**config.mk**
```make
export PLATFORM = sky130hd
export DESIGN_NAME = logic_axi4_lite_to_bus
export DESIGN_NICKNAME = d
export VERILOG_FILES = /design/src/rtl/logic_axi4_lite_to_bus.sv
export SDC_FILE = /design/constraint.sdc
export NUM_CORES = 1
export LEC_CHECK = 0
export BUFFER_PORTS_ARGS = -buffer_cell sky130_fd_sc_hd__clkbuf_2
export CAP_MARGIN = 20
export CORE_ASPECT_RATIO = 1.75
export CORE_MARGIN = 2
export CORE_UTILIZATION = 50
export CTS_BUF_LIST = sky130_fd_sc_hd__clkbuf_8
export CTS_CLUSTER_DIAMETER = 40
export DETAILED_ROUTE_END_ITERATION = 7
export PLACE_DENSITY = 0.88
export SETUP_SLACK_MARGIN = 0.02
export SLEW_MARGIN = 15
export SYNTH_ARGS = -nofsm -noshare
export SYNTH_HDL_FRONTEND = slang
export SYNTH_SLANG_ARGS = --single-unit
export TNS_END_PERCENT = 1
```
**constraint.sdc**
```tcl
create_clock -name aclk -period 3.9 [get_ports aclk]
set_input_delay 0.78 -clock aclk [delete_from_list [all_inputs] [get_ports aclk]]
set_output_delay 0.78 -clock aclk [all_outputs]
set_load 0.02 [all_outputs]
```
**src/rtl/logic_axi4_lite_to_bus.sv**
```systemverilog
// -----------------------------------------------------------------------------
// logic_axi4_lite_to_bus
//
// Bridges an AXI4-Lite slave port onto a simple single-request bus. One
// transaction is in flight at a time. A write needs AW and W presented together.
// A read needs AR. When a write and a read are both eligible in the same cycle,
// the grant alternates between them.
//
// Optional feature (macro LOGIC_AXI4_LITE_TO_BUS_TIMEOUT_EN):
//   When the macro is defined, a bus request that sees no bus_ready within
//   TIMEOUT request cycles is dropped. The slave then gets SLVERR, and a timed-out
//   read returns rdata = 0. When the macro is undefined, requests wait
//   indefinitely.
//
// Ports:
//   aclk, areset          clock, asynchronous active-high reset
//   slave_aw*/w*/b*       AXI4-Lite write address / data / response channels
//   slave_ar*/r*          AXI4-Lite read address / data channels
//   bus_write, bus_read   request strobes; they are held until bus_ready
//   bus_address/wdata/wstrb
//                         captured request fields, stable while requesting
//   bus_ready             completes the current request
//   bus_rdata, bus_error  sampled only in a request cycle with bus_ready = 1
//   dbg_state_o           current FSM state, for observation
//
// Handshake semantics: a channel transfers on a cycle where valid and ready are
// both 1. Once asserted, a valid output stays high with stable payload until it
// transfers. Readies are driven combinationally, only in IDLE and only for the
// granted direction.
// -----------------------------------------------------------------------------
module logic_axi4_lite_to_bus #(
  parameter int DATA_BYTES    = 4,
  parameter int ADDRESS_WIDTH = 1,
  parameter int TIMEOUT       = 256
) (
  input  logic                      aclk,
  input  logic                      areset,
  // write address channel
  input  logic                      slave_awvalid,
  input  logic [ADDRESS_WIDTH-1:0]  slave_awaddr,
  input  logic [2:0]                slave_awprot,
  output logic                      slave_awready,
  // write data channel
  input  logic                      slave_wvalid,
  input  logic [DATA_BYTES*8-1:0]   slave_wdata,
  input  logic [DATA_BYTES-1:0]     slave_wstrb,
  output logic                      slave_wready,
  // write response channel
  output logic                      slave_bvalid,
  output logic [1:0]                slave_bresp,
  input  logic                      slave_bready,
  // read address channel
  input  logic                      slave_arvalid,
  input  logic [ADDRESS_WIDTH-1:0]  slave_araddr,
  input  logic [2:0]                slave_arprot,
  output logic                      slave_arready,
  // read data channel
  output logic                      slave_rvalid,
  output logic [DATA_BYTES*8-1:0]   slave_rdata,
  output logic [1:0]                slave_rresp,
  input  logic                      slave_rready,
  // simple bus
  output logic                      bus_write,
  output logic                      bus_read,
  output logic [ADDRESS_WIDTH-1:0]  bus_address,
  output logic [DATA_BYTES*8-1:0]   bus_wdata,
  output logic [DATA_BYTES-1:0]     bus_wstrb,
  input  logic                      bus_ready,
  input  logic [DATA_BYTES*8-1:0]   bus_rdata,
  input  logic                      bus_error,
  // observation
  output logic [2:0]                dbg_state_o
);

  localparam logic [1:0] RESP_OKAY   = 2'b00;
  localparam logic [1:0] RESP_SLVERR = 2'b10;

  typedef enum logic [2:0] {
    ST_IDLE  = 3'd0,
    ST_WRITE = 3'd1,
    ST_READ  = 3'd2,
    ST_BRESP = 3'd3,
    ST_RRESP = 3'd4
  } state_t;

  state_t                     state_q;
  logic                       last_write_q;  // 1: the last grant went to write
  logic                       bus_write_q;
  logic                       bus_read_q;
  logic [ADDRESS_WIDTH-1:0]   bus_address_q;
  logic [DATA_BYTES*8-1:0]    bus_wdata_q;
  logic [DATA_BYTES-1:0]      bus_wstrb_q;
  logic                       bvalid_q;
  logic [1:0]                 bresp_q;
  logic                       rvalid_q;
  logic [DATA_BYTES*8-1:0]    rdata_q;
  logic [1:0]                 rresp_q;

`ifdef LOGIC_AXI4_LITE_TO_BUS_TIMEOUT_EN
  localparam int TMR_W = $clog2(TIMEOUT);
  logic [TMR_W-1:0] timeout_cnt_q;
  logic             timeout_hit;
  // This is the last allowed request cycle. If bus_ready is absent here, the
  // request is abandoned.
  assign timeout_hit = (timeout_cnt_q == TMR_W'(TIMEOUT - 1));
`endif

  // prot carries no meaning on this bus. It is accepted and dropped.
  logic prot_unused;
  assign prot_unused = ^{slave_awprot, slave_arprot};

  // Grant arbitration. The reset term keeps every ready low while areset is
  // high, because state_q already reads IDLE during reset.
  logic is_idle;
  logic wr_eligible;
  logic rd_eligible;
  logic grant_write;
  logic grant_read;

  assign is_idle     = (state_q == ST_IDLE) && !areset;
  assign wr_eligible = slave_awvalid && slave_wvalid;
  assign rd_eligible = slave_arvalid;
  assign grant_write = is_idle && wr_eligible && (!rd_eligible || !last_write_q);
  assign grant_read  = is_idle && rd_eligible && (!wr_eligible ||  last_write_q);

  always_ff @(posedge aclk or posedge areset) begin
    if (areset) begin
      state_q       <= ST_IDLE;
      last_write_q  <= 1'b0;
      bus_write_q   <= 1'b0;
      bus_read_q    <= 1'b0;
      bus_address_q <= '0;
      bus_wdata_q   <= '0;
      bus_wstrb_q   <= '0;
      bvalid_q      <= 1'b0;
      bresp_q       <= RESP_OKAY;
      rvalid_q      <= 1'b0;
      rdata_q       <= '0;
      rresp_q       <= RESP_OKAY;
`ifdef LOGIC_AXI4_LITE_TO_BUS_TIMEOUT_EN
      timeout_cnt_q <= '0;
`endif
    end else begin
      case (state_q)
        ST_IDLE: begin
          if (grant_write) begin
            state_q       <= ST_WRITE;
            last_write_q  <= 1'b1;
            bus_write_q   <= 1'b1;
            bus_address_q <= slave_awaddr;
            bus_wdata_q   <= slave_wdata;
            bus_wstrb_q   <= slave_wstrb;
`ifdef LOGIC_AXI4_LITE_TO_BUS_TIMEOUT_EN
            timeout_cnt_q <= '0;
`endif
          end else if (grant_read) begin
            state_q       <= ST_READ;
            last_write_q  <= 1'b0;
            bus_read_q    <= 1'b1;
            bus_address_q <= slave_araddr;
`ifdef LOGIC_AXI4_LITE_TO_BUS_TIMEOUT_EN
            timeout_cnt_q <= '0;
`endif
          end
        end

        ST_WRITE: begin
          if (bus_ready) begin
            state_q     <= ST_BRESP;
            bus_write_q <= 1'b0;
            bvalid_q    <= 1'b1;
            bresp_q     <= bus_error ? RESP_SLVERR : RESP_OKAY;
          end
`ifdef LOGIC_AXI4_LITE_TO_BUS_TIMEOUT_EN
          else if (timeout_hit) begin
            state_q     <= ST_BRESP;
            bus_write_q <= 1'b0;
            bvalid_q    <= 1'b1;
            bresp_q     <= RESP_SLVERR;
          end else begin
            timeout_cnt_q <= timeout_cnt_q + TMR_W'(1);
          end
`endif
        end

        ST_READ: begin
          if (bus_ready) begin
            state_q    <= ST_RRESP;
            bus_read_q <= 1'b0;
            rvalid_q   <= 1'b1;
            rdata_q    <= bus_rdata;
            rresp_q    <= bus_error ? RESP_SLVERR : RESP_OKAY;
          end
`ifdef LOGIC_AXI4_LITE_TO_BUS_TIMEOUT_EN
          else if (timeout_hit) begin
            state_q    <= ST_RRESP;
            bus_read_q <= 1'b0;
            rvalid_q   <= 1'b1;
            rdata_q    <= '0;
            rresp_q    <= RESP_SLVERR;
          end else begin
            timeout_cnt_q <= timeout_cnt_q + TMR_W'(1);
          end
`endif
        end

        ST_BRESP: begin
          if (slave_bready) begin
            state_q  <= ST_IDLE;
            bvalid_q <= 1'b0;
          end
        end

        ST_RRESP: begin
          if (slave_rready) begin
            state_q  <= ST_IDLE;
            rvalid_q <= 1'b0;
          end
        end

        default: state_q <= ST_IDLE;
      endcase
    end
  end

  assign slave_awready = grant_write;
  assign slave_wready  = grant_write;
  assign slave_arready = grant_read;
  assign slave_bvalid  = bvalid_q;
  assign slave_bresp   = bresp_q;
  assign slave_rvalid  = rvalid_q;
  assign slave_rdata   = rdata_q;
  assign slave_rresp   = rresp_q;
  assign bus_write     = bus_write_q;
  assign bus_read      = bus_read_q;
  assign bus_address   = bus_address_q;
  assign bus_wdata     = bus_wdata_q;
  assign bus_wstrb     = bus_wstrb_q;
  assign dbg_state_o   = state_q;

endmodule

```
[Word level (Yosys, flattened, before mapping)]
Cells that the tools add are included.
Storage, ports and cells
  logic and storage cells: 74
  output and inout bits: 83
  register bits: 81
  bits in writable memories: 0
  input bits: 85
  bits in latches: 0
  memories kept: 0
  memory bits (read-only): 0
Operators by class
  order comparisons: 0
  shift operators: 0
  equality and inequality tests: 12
  bitwise operators: 0
  muxes and demuxes: 23
  multipliers: 0
  reductions and logical operators: 27
  $add $sub $neg: 0
  div/mod/pow operators: 0
Operators by type and width (count)
  $mux W3: 6
  $pmux W3 S5: 1
  $ne A2 B2 Y1 const B: 7
  $mux W1: 11
  $reduce_bool A2 Y1: 5
  $reduce_and A3 Y1: 3
  $pmux W1 S2: 4
  $reduce_and A2 Y1: 4
  $eq A3 B2 Y1 const B: 2
  $logic_and A1 B1 Y1: 6
  $reduce_and A5 Y1: 1
  $logic_not A1 Y1: 4
  $reduce_and A4 Y1: 1
  $eq A3 B1 Y1 const B: 1
  $eq A3 B3 Y1 const B: 1
  $logic_not A3 Y1: 1
  $ne A3 B3 Y1 const B: 1
  $logic_or A1 B1 Y1: 2
  $mux W2: 1

[Logic depth before layout (Yosys ltp)]
Gate-level depths: netlist (run 1).
  word-level depth: 7
  gate-level depth with buffers: 7
  mapped depth without buffers: 3

[Worst setup path after synthesis (run 1)]
OpenSTA, ideal clock, no wires.
  path kind: input to register
  start point: input port areset
  end point: register state_q[1], in the netlist dbg_state_o[1]
  cell stages on the path: 3
  arrival time: 2.774 ns
  path buffers: 0
  setup time: 0.132 ns
  slack: 0.995 ns
  data required time: 3.768 ns
  cell sequence: inv_1 a2bb2oi_1 o22ai_1
On the way
  word-level cells in the longest chain between the ends: 6
  elaborated cells between the ends (all ways): 10
  those cells by class: eq/ne (1); mux (2); reduce/logical (7)
Ends and longest elaborated chain
  start, declared: line 37  | input logic areset,
  $logic_not A1 Y1 (no line) (*)
  $logic_and A1 B1 Y1 (*): line 120  | assign is_idle = (state_q == ST_IDLE) && !areset;
  $logic_and A1 B1 Y1, on equally long branches (2 in a row): line 123, 124
  $ne A3 B3 Y1 (no line) or $mux W3 (tied branches)
  $reduce_and A5 Y1 (no line) or $pmux W3 S5 (tied branches)
  end signal, assigned: line 128  | state_q <= ST_IDLE;
  end signal, assigned: line 147  | state_q <= ST_WRITE;
  end signal, assigned: line 157  | state_q <= ST_READ;
  end, declared: line 86  | state_t state_q;
Mark *: on every way between the ends. The rest lies on a longest branch, timed or not.
A chain may end at the register's enable or synchronous reset.

[Final worst setup path (run 1)]
  start point: register state_q[1], in the netlist dbg_state_o[1]
  end point: output port slave_awready
On the way
  word-level cells in the longest chain between the ends: 4
Ends and longest elaborated chain
  $logic_not A3 Y1: line 120
  $logic_and A1 B1 Y1: line 120
  $logic_and A1 B1 Y1 (2 in a row): line 123  | assign grant_write = is_idle && wr_eligible && (!rd_eligible || !last_write_q);
  end, declared: line 42  | output logic slave_awready,
No other way between the ends.

==> impl_metrics.yaml, run 1 <==
clock_tree:
  cts_buffers: 9
  numClockSinks: 79
  cts_buffer_depth: 2
  post_cts.repair.setup_buffers: 0
  hold_buffers: 0
  clockRootBuffer: "clkbuf_8"
  cts_tree: "yes"
  cts_resized: 0
  htreeDepth: 3
  clk_pin_slew_ns: 0.07
  clk_latency_ns: 0.33
routing:
  wire_per_inst_um: 13.5
  drc: 0
  wirelength_um: 6150
  drtAntennaViolNets: 0
  firstDrtPassIters: 4
  drtIter0Drc: 81
  viasPerCell: 4.99
  vias: 2275
critical_path:
  path_class: "flip-flop to primary output"
  end_kind: "primary output"
  cp.required_ns: 3.12
  cp-start-kind: "flip-flop"
  crit_arrival_ns: 1.65
  worst-path-max-fanout: 13
  rrSetupSlack_ns: 2.02
timing:
  relSlewSlack: 0.562
  tightest_slew_ns: 0.657
  setup_viol: 0
  timing.final.crit_share: 0.622
  fin_tns_setup_ns: 0
  hold_viol_final: 0
  period_minus_slack_ns: 2.43
  fin_skew_ns: 0.00611
  maxSlewViolCount: 0
  max_freq_mhz: 412
  grt_setup_unrepaired: "false"
cells_and_area:
  area_delta_synth_final_pct: 33.0
  layout_common_cells: "159 x clkbuf_2, 79 x dfrtp_1, 63 x mux2_2, 11 x clkbuf_8"
  antenna_cells: 0
  mostFrequentLayoutCell: "clkbuf_2"
  final_nets: 456
  final_cell_area_um2: 4220
  drive_gt1_frac: 0.660
yosys:
  ys_seq_area_frac: 0.623
  syn_area_um2: 3170
  synth_top_cell_by_area: "dfrtp_1"
  syn-mean-instance-area_um2: 15.0
  synthTopCellsByArea: "dfrtp_1 62%, mux2_2 22%, mux2_4 3.3%"
  ys_types: 30
  synth_mux_area_frac: 0.257
  synth-simple-area-share: 0.0477
  synth-adder-area-share: 0
  synth_cells: 211
  synth-xor-area-share: 0
  synth-warning-count: 0
  ys_ff_latch: 79
  synth_top_family_by_area: "multiplexers"
  synth_compound_area_frac: 0.0331
  synth_top_area_frac: 0.623
flow_run:
  drv_cap: 0
grt:
  overflow: 0
  grt_first_pass_wirelength_um: 9710
  antenna_found_initial: 0
  first_global_vias: 2190
  grt_max_degree: 42
  grt_use_total: 0.181
placement:
  place_congestion: 0.810
  hpwl_um: 4750
  io_buffers: 159
  dpl_cell_area_um2: 4000
floorplanning:
  io_pins: 168
  die_w_um: 64.2
  start_util: 0.513
  core_um2: 6180
  die-area_um2: 7020
  num_rows: 38
  die_h_um: 109
hold_path:
  worstHoldPathType: "flip-flop to flip-flop"
run_status:
  status: "finished clean"
power:
  p_leak_nw: 2.19
  power_mw: 3.73
  ir_worst_vdd_mv: 0.460
  p_per_area_nw_per_um2: 883
## final timing paths
path / startpoint / to / cells after the start
max: dbg_state_o[1] / slave_awready / 4
min: bus_wdata[26] / bus_wdata[26] / 1
max reg2reg: dbg_state_o[0] / slave_rdata[12] / 4
min reg2reg: bus_wdata[26] / bus_wdata[26] / 1
max in group asynchronous: areset / bus_read / 3
min in group asynchronous: areset / bus_address / 2
## cell usage after synthesis (all sizes together)
| master | count |
|---|---|
| nand2 | 6 |
| o31ai | 1 |
| nor2 | 4 |
| a31oi | 2 |
| o21ai | 5 |
| a21oi | 2 |
| nand3 | 4 |
| clkbuf | 1 |
| and2 | 2 |
| o22ai | 1 |
| nand4 | 1 |
| o21bai | 1 |
| mux2 | 70 |
| nand3b | 2 |
| a2bb2oi | 1 |
| nor4bb | 1 |
| inv | 6 |
| nor3b | 2 |
| conb | 1 |
| o22a | 1 |
| nor4 | 1 |
| or4 | 1 |
| dfrtp | 79 |
| nand2b | 1 |
| o221a | 1 |
| o211ai | 1 |
| buf | 13 |
## logic make-up (layout without fill, tap and decap cells)
| family | after synthesis | in the layout |
|---|---|---|
| other cells | 1 | 2 |
| simple gates | 25 | 25 |
| buf+inv | 20 | 184 |
| compound gates | 16 | 16 |
| flops | 79 | 79 |
| mux | 70 | 70 |
## stage by stage
step / utilization / hold slack (ns) / std cells / worst slack, ns
floorplan: - / 0.473 / 212 / 0.995
detailed placement: 0.647 / 0.492 / 440 / 1.59
global route: 0.683 / 0.522 / 456 / 1.33
global placement: 0.647 / 0.484 / 440 / 1.59
finish: 0.683 / 0.507 / 456 / 1.47
CTS: 0.683 / 0.509 / 456 / 1.44
## state kept, by name, indices dropped and copies added, names as in the netlist
name and cells:
slave_bresp 1, bus_write 1, slave_rresp 1, slave_rdata 32, last_write_q 1, bus_wdata 32
bus_address 1, dbg_state_o 3, bus_wstrb 4, slave_bvalid 1, bus_read 1, slave_rvalid 1
## area by class of cell
| type | count | area, µm² |
|---|---|---|
| sequential | 79 | 1980 |
| fill | 457 | 1960 |
| multi-input combinational | 113 | 1080 |
| timing repair buffer | 162 | 818 |
| clock buffer | 11 | 151 |
| tap | 80 | 100 |
| clock inverter | 5 | 72.6 |
| inverter | 6 | 23.8 |
## layer usage
| metal | track usage | vias up | wire length (µm) |
|---|---|---|---|
| met5 | 0 | - | 0 |
| met4 | 0.0912 | 0 | 124 |
| met3 | 0.0563 | 13 | 445 |
| met2 | 0.320 | 105 | 3330 |
| met1 | 0.192 | 1099 | 2250 |
| li1 | - | 1058 | - |
## where the power goes
| part | internal (mW) | switching, mW | leakage, nW |
|---|---|---|---|
| sequential | 1.23 | 0.241 | 0.941 |
| combinational | 0.702 | 0.904 | 1.13 |
| clock | 0.390 | 0.264 | 0.122 |
| total | 2.32 | 1.41 | 2.19 |
## worst max-delay path, stage by stage (launching register included)
cell and delay (ns):
dfrtp_1 0.53, nor4_4 0.34, nand4_1 0.15, inv_1 0.11, clkbuf_2 0.17
Power figures use the tool's default switching activity.
==> inputs of run 2 (changes only) <==
Settings changed: ABC_AREA set to 1, CORE_UTILIZATION 50 to 46, PLACE_DENSITY 0.88 to 0.81.
Clock period 3.9 ns to 2.45 ns, I/O delays scaled along.
==> run 2 against run 1 <==
Compared with the run above:
- clock skew increased by 0.0031 ns
- combinational power increased by 45%
- first-iteration DRC count increased by 85%
- cell count increased by 35%
- area after synthesis increased by 0.95%
- critical path type unchanged
- highest routed layer unchanged
==> impl_metrics.yaml, run 2 <==
run_status:
  status: "finished clean"
critical_path:
  crit_top_cell: "nor2_4"
  rr_worst_depth: 6
  cpMaxStageDelayCell: "dfrtp_1"
  cp-start-kind: "flip-flop"
  cp.required_ns: 1.96
  rrSetupSlack_ns: 0.83
  rr_startpoint: "dbg_state_o[2]"
  crit_path_max_incr_delay_ns: 0.48
  end_kind: "primary output"
  crit_end: "slave_wready"
  worst-path-max-fanout: 7
  startpoint: "dbg_state_o[2]"
  path_class: "flip-flop to primary output"
  crit_chain: "nor2_4 > nand3_2 > nor2_4 > clkbuf_2"
  crit_arrival_ns: 1.56
  rr_endpoint: "bus_wdata[30]"
cells_and_area:
  final_cell_area_um2: 4190
  drive_gt1_frac: 0.352
  fill_cells: 610
  antenna_cells: 0
  area_delta_synth_final_pct: 30.7
  layout_common_cells: "225 x nand2_1, 159 x clkbuf_2, 79 x dfrtp_1, 15 x inv_1, 11 x clkbuf_8"
  ff_latch_area_um2: 1980
  layout.cells.non_filler: 616
  mostFrequentLayoutCell: "nand2_1"
  multi_input_area_um2: 1020
  final_nets: 614
yosys:
  synth_cells: 370
  synth_most_common_cell: "nand2_1"
  synthTopCellsByArea: "dfrtp_1 62%, nand2_1 26%, buf_6 2.1%"
  synth-main-ff-cell: "dfrtp_1"
  syn-mean-instance-area_um2: 8.66
  synth_edf_count: 0
  synthTopCellsByCount: "225 x nand2_1, 79 x dfrtp_1, 14 x inv_1, 8 x nand3_1"
  synth-warning-count: 0
  synth_top_area_frac: 0.617
  ys_ff_latch: 79
  ys_types: 18
  ys_seq_area_frac: 0.617
  synthArstFlopShare: 1.00
  synth_top_cell_by_area: "dfrtp_1"
  syn_area_um2: 3200
routing:
  wire_per_inst_um: 11.4
  wirelength_um: 7050
  viasPerCell: 4.58
  firstDrtPassIters: 5
  drc: 0
  drtIter0Drc: 150
  drtAntennaViolNets: 0
  vias: 2822
grt:
  use_met1: 0.207
  grt_first_pass_wirelength_um: 11200
  busiest_layer: "met2"
  grt_use_met3: 0.0659
  grtUsageMet2: 0.341
  antenna_found_initial: 0
  overflow: 0
  grt_use_total: 0.192
  grt_max_degree: 80
  first_global_vias: 2617
clock_tree:
  post_cts.repair.setup_buffers: 0
  cts_buffers: 9
  hold_buffers: 0
  clk_pin_slew_ns: 0.07
  clockRootBuffer: "clkbuf_8"
  clk_latency_ns: 0.34
  cts_resized: 0
  numClockSinks: 79
  htreeDepth: 3
  cts_tree: "yes"
  cts_buffer_depth: 2
power:
  switching_share: 0.432
  p_leak_nw: 2.59
  ir_worst_vdd_mv: 0.678
  power.switching_mw: 2.33
  internal_power_mw: 3.06
  p_per_area_nw_per_um2: 1290
  combPwrFrac: 0.435
  p_clk_frac: 0.151
  power_mw: 5.39
  power_frac_seq: 0.414
timing:
  relSlewSlack: 0.601
  grt_setup_unrepaired: "false"
  fin_skew_ns: 0.00925
  setup_viol: 0
  max_freq_mhz: 487
  timing.final.crit_share: 0.838
  tightest_slew_ns: 0.597
  period_minus_slack_ns: 2.05
  timing.hold.ws_ns: 0.298
  maxSlewViolCount: 0
  hold_viol_final: 0
  setup_slack_ns: 0.398
floorplanning:
  die_w_um: 67.1
  io_pins: 168
  die_h_um: 114
  die-area_um2: 7670
  start_util: 0.471
  core_um2: 6810
  num_rows: 40
hold_path:
  worstHoldPathType: "input pin to asynchronous set/reset pin"
placement:
  dp.cells: 601
  dpl_cell_area_um2: 4000
  io_buffers: 159
  hpwl_um: 5270
  place_congestion: 0.794
  pre_cts_slack_ns: 0.729
flow_run:
  drv_cap: 0
run 2: cell count changes after synthesis, sizes merged, moves of 4 or more:
cell   change
inv       +12
nor2       +7
nand2    +219
buf        +4
nand3      +5
mux2      -70
run 2: cell families (layout without fill, tap and decap cells):
| family | count (synthesis) | in the layout | share of synthesized area |
|---|---|---|---|
| DFF | 79 | 79 | 0.617 |
| other | 1 | 2 | 0.00117 |
| and+or+nand+nor | 249 | 249 | 0.307 |
| AOI/OAI and AO/OA | 6 | 6 | 0.00937 |
| buffers and inverters | 35 | 196 | 0.0648 |
run 2: critical path, delay by kind of cell, from the launching register on:
family,cells,cell delay (ns)
and+or+nand+nor,3,0.53
buffers and inverters,1,0.21
DFF,1,0.48
run 2: cell type report:
type	instances	share of cell area
multi-input combinational	257	0.244
timing repair buffer	164	0.202
clock inverter	3	0.00299
sequential	79	0.472
tap	84	0.0251
inverter	18	0.0170
clock buffer	11	0.0362
run 2: stage by stage:
stage,util,TNS [ns]
2_1_floorplan,-,-1.13
3_3_place_gp,0.588,0
5_1_grt,0.615,0
6_report,0.615,0
3_5_place_dp,0.588,0
4_1_cts,0.612,0
run 2: how the worst min path moves through the flow:
stage,cells after the start,slack (ns),end
after floorplan,2,0.44,last_write_q
after global placement,2,0.45,bus_write
after detailed placement,2,0.46,bus_wdata[15]
after CTS,3,0.32,bus_wdata[16]
after global routing,3,0.33,bus_wdata[12]
final,3,0.30,bus_wdata[4]
run 2: power groups by stage:
stage	Sequential, mW	Combinational (mW)	Clock [mW]
after floorplan	2.95	0.857	0
after global placement	2.23	2.32	0
after detailed placement	2.25	2.39	0
after CTS	2.24	2.39	0.847
after global routing	2.30	2.60	0.905
final	2.23	2.34	0.813
run 2: layer usage:
metal,wire (µm),part of all wire
met2,3710,0.53
met5,0,0
met4,118,0.017
met1,2730,0.39
met3,496,0.070
==> inputs of run 3 (changes only) <==
Clock period 2.45 ns to 2.1 ns, I/O delays scaled along.
==> run 3 against run 2 <==
Compared with the run above:
- total power increased by 17%
- critical path depth increased by 2
- clock-buffer cell count unchanged
- global-route usage increased by 0.18 points
==> impl_metrics.yaml, run 3 (same netlist as run 2, synthesis figures left out) <==
critical_path:
  rr_endpoint: "dbg_state_o[0]"
  crit_top_cell: "inv_1"
  crit_arrival_ns: 1.54
  path_class: "flip-flop to primary output"
  crit_chain: "nor2_4 > nand3_2 > inv_1 > nand3_1 > inv_1 > clkbuf_2"
  worst-path-max-fanout: 7
  rr_startpoint: "dbg_state_o[2]"
  rr_worst_depth: 6
  rrSetupSlack_ns: 0.38
  cp-start-kind: "flip-flop"
  cp.required_ns: 1.68
  cpMaxStageDelayCell: "dfrtp_1"
  end_kind: "primary output"
  crit_path_max_incr_delay_ns: 0.49
clock_tree:
  htreeDepth: 3
  cts_buffers: 9
  post_cts.repair.setup_buffers: 1
  cts_resized: 0
  clk_pin_slew_ns: 0.08
  clk_latency_ns: 0.34
  cts_buffer_depth: 2
  cts_tree: "yes"
  clockRootBuffer: "clkbuf_8"
  numClockSinks: 79
  hold_buffers: 0
hold_path:
  worstHoldPathType: "input pin to flip-flop"
  hold_start: "slave_wdata[27]"
  whs_path_depth: 3
  hold_path_end: "bus_wdata[27]"
timing:
  fin_tns_setup_ns: 0
  timing.hold.ws_ns: 0.272
  relSlewSlack: 0.359
  max_freq_mhz: 511
  setup_slack_ns: 0.144
  setup_viol: 0
  maxSlewViolCount: 0
  grt_setup_unrepaired: "false"
  timing.final.crit_share: 0.931
  tightest_slew_ns: 0.962
  period_minus_slack_ns: 1.96
  fin_skew_ns: 0.0110
  hold_viol_final: 0
power:
  power_mw: 6.32
  p_leak_nw: 2.59
  p_per_area_nw_per_um2: 1510
  ir_worst_vdd_mv: 0.751
placement:
  io_buffers: 159
  pre_cts_slack_ns: 0.337
  place_congestion: 0.777
  hpwl_um: 5320
  dpl_cell_area_um2: 4000
cells_and_area:
  layout_common_cells: "225 x nand2_1, 159 x clkbuf_2, 79 x dfrtp_1, 15 x inv_1, 11 x clkbuf_8"
  multi_input_area_um2: 1020
  ff_latch_area_um2: 1980
  drive_gt1_frac: 0.354
  area_delta_synth_final_pct: 30.7
  final_nets: 614
  mostFrequentLayoutCell: "nand2_1"
  final_cell_area_um2: 4190
  antenna_cells: 0
  fill_cells: 599
routing:
  drc: 0
  vias: 2802
  viasPerCell: 4.53
  wirelength_um: 7070
  drtAntennaViolNets: 0
  firstDrtPassIters: 6
  wire_per_inst_um: 11.4
  drtIter0Drc: 132
grt:
  grt_use_total: 0.194
  grt_max_degree: 80
  grt_first_pass_wirelength_um: 11400
  first_global_vias: 2694
  overflow: 0
  antenna_found_initial: 0
floorplanning:
  core_um2: 6810
  die_w_um: 67.1
  num_rows: 40
  die_h_um: 114
  io_pins: 168
  start_util: 0.471
  die-area_um2: 7670
flow_run:
  drv_cap: 0
run_status:
  status: "finished clean"
run 3: cell types whose count changed in the layout (fill, tap and decap cells not counted):
cell | previous run | this run
clkinv_2 | 1 | 2
clkinvlp_4 | 1 | 2
buf_12 | 1 | 0
buf_4 | 4 | 5
run 3: critical path: cells and delay by family, from the launching register on:
kind          cells  cell delay (ns)
flops             1             0.49
buf+inv           3             0.34
simple gates      3             0.38
run 3: cell type report:
class                   count  area share
clock inverters             5     0.00598
flip-flops and latches     79       0.472
repair buffers            164       0.199
multi-input cells         257       0.244
well taps                  84      0.0251
inverters                  18      0.0170
clock buffers              11      0.0362
run 3: worst max-delay path by stage:
stage,start,endpoint,depth (start not counted)
5_1_grt,dbg_state_o[2],slave_arready,6
2_1_floorplan,areset,slave_wready,5
3_3_place_gp,dbg_state_o[2],bus_wdata[16],6
6_report,dbg_state_o[2],slave_arready,6
4_1_cts,dbg_state_o[2],slave_arready,6
3_5_place_dp,dbg_state_o[2],bus_wdata[21],6
run 3: through the flow:
step,std cells,util
global route,618,0.615
global placement,601,0.588
CTS,618,0.615
detailed placement,601,0.588
floorplan,371,-
finish,618,0.615
run 3: power by group:
part	internal (mW)	switching (mW)
Clock	0.481	0.497
Combinational	0.885	1.84
Sequential	2.21	0.407
run 3: routing by layer:
layer	wire length (µm)	track usage	up-vias	part of all wire
li1	-	-	1420	-
met1	2730	0.208	1265	0.39
met2	3760	0.351	107	0.53
met3	435	0.0344	10	0.062
met4	138	0.0993	0	0.020
met5	0	0	-	0
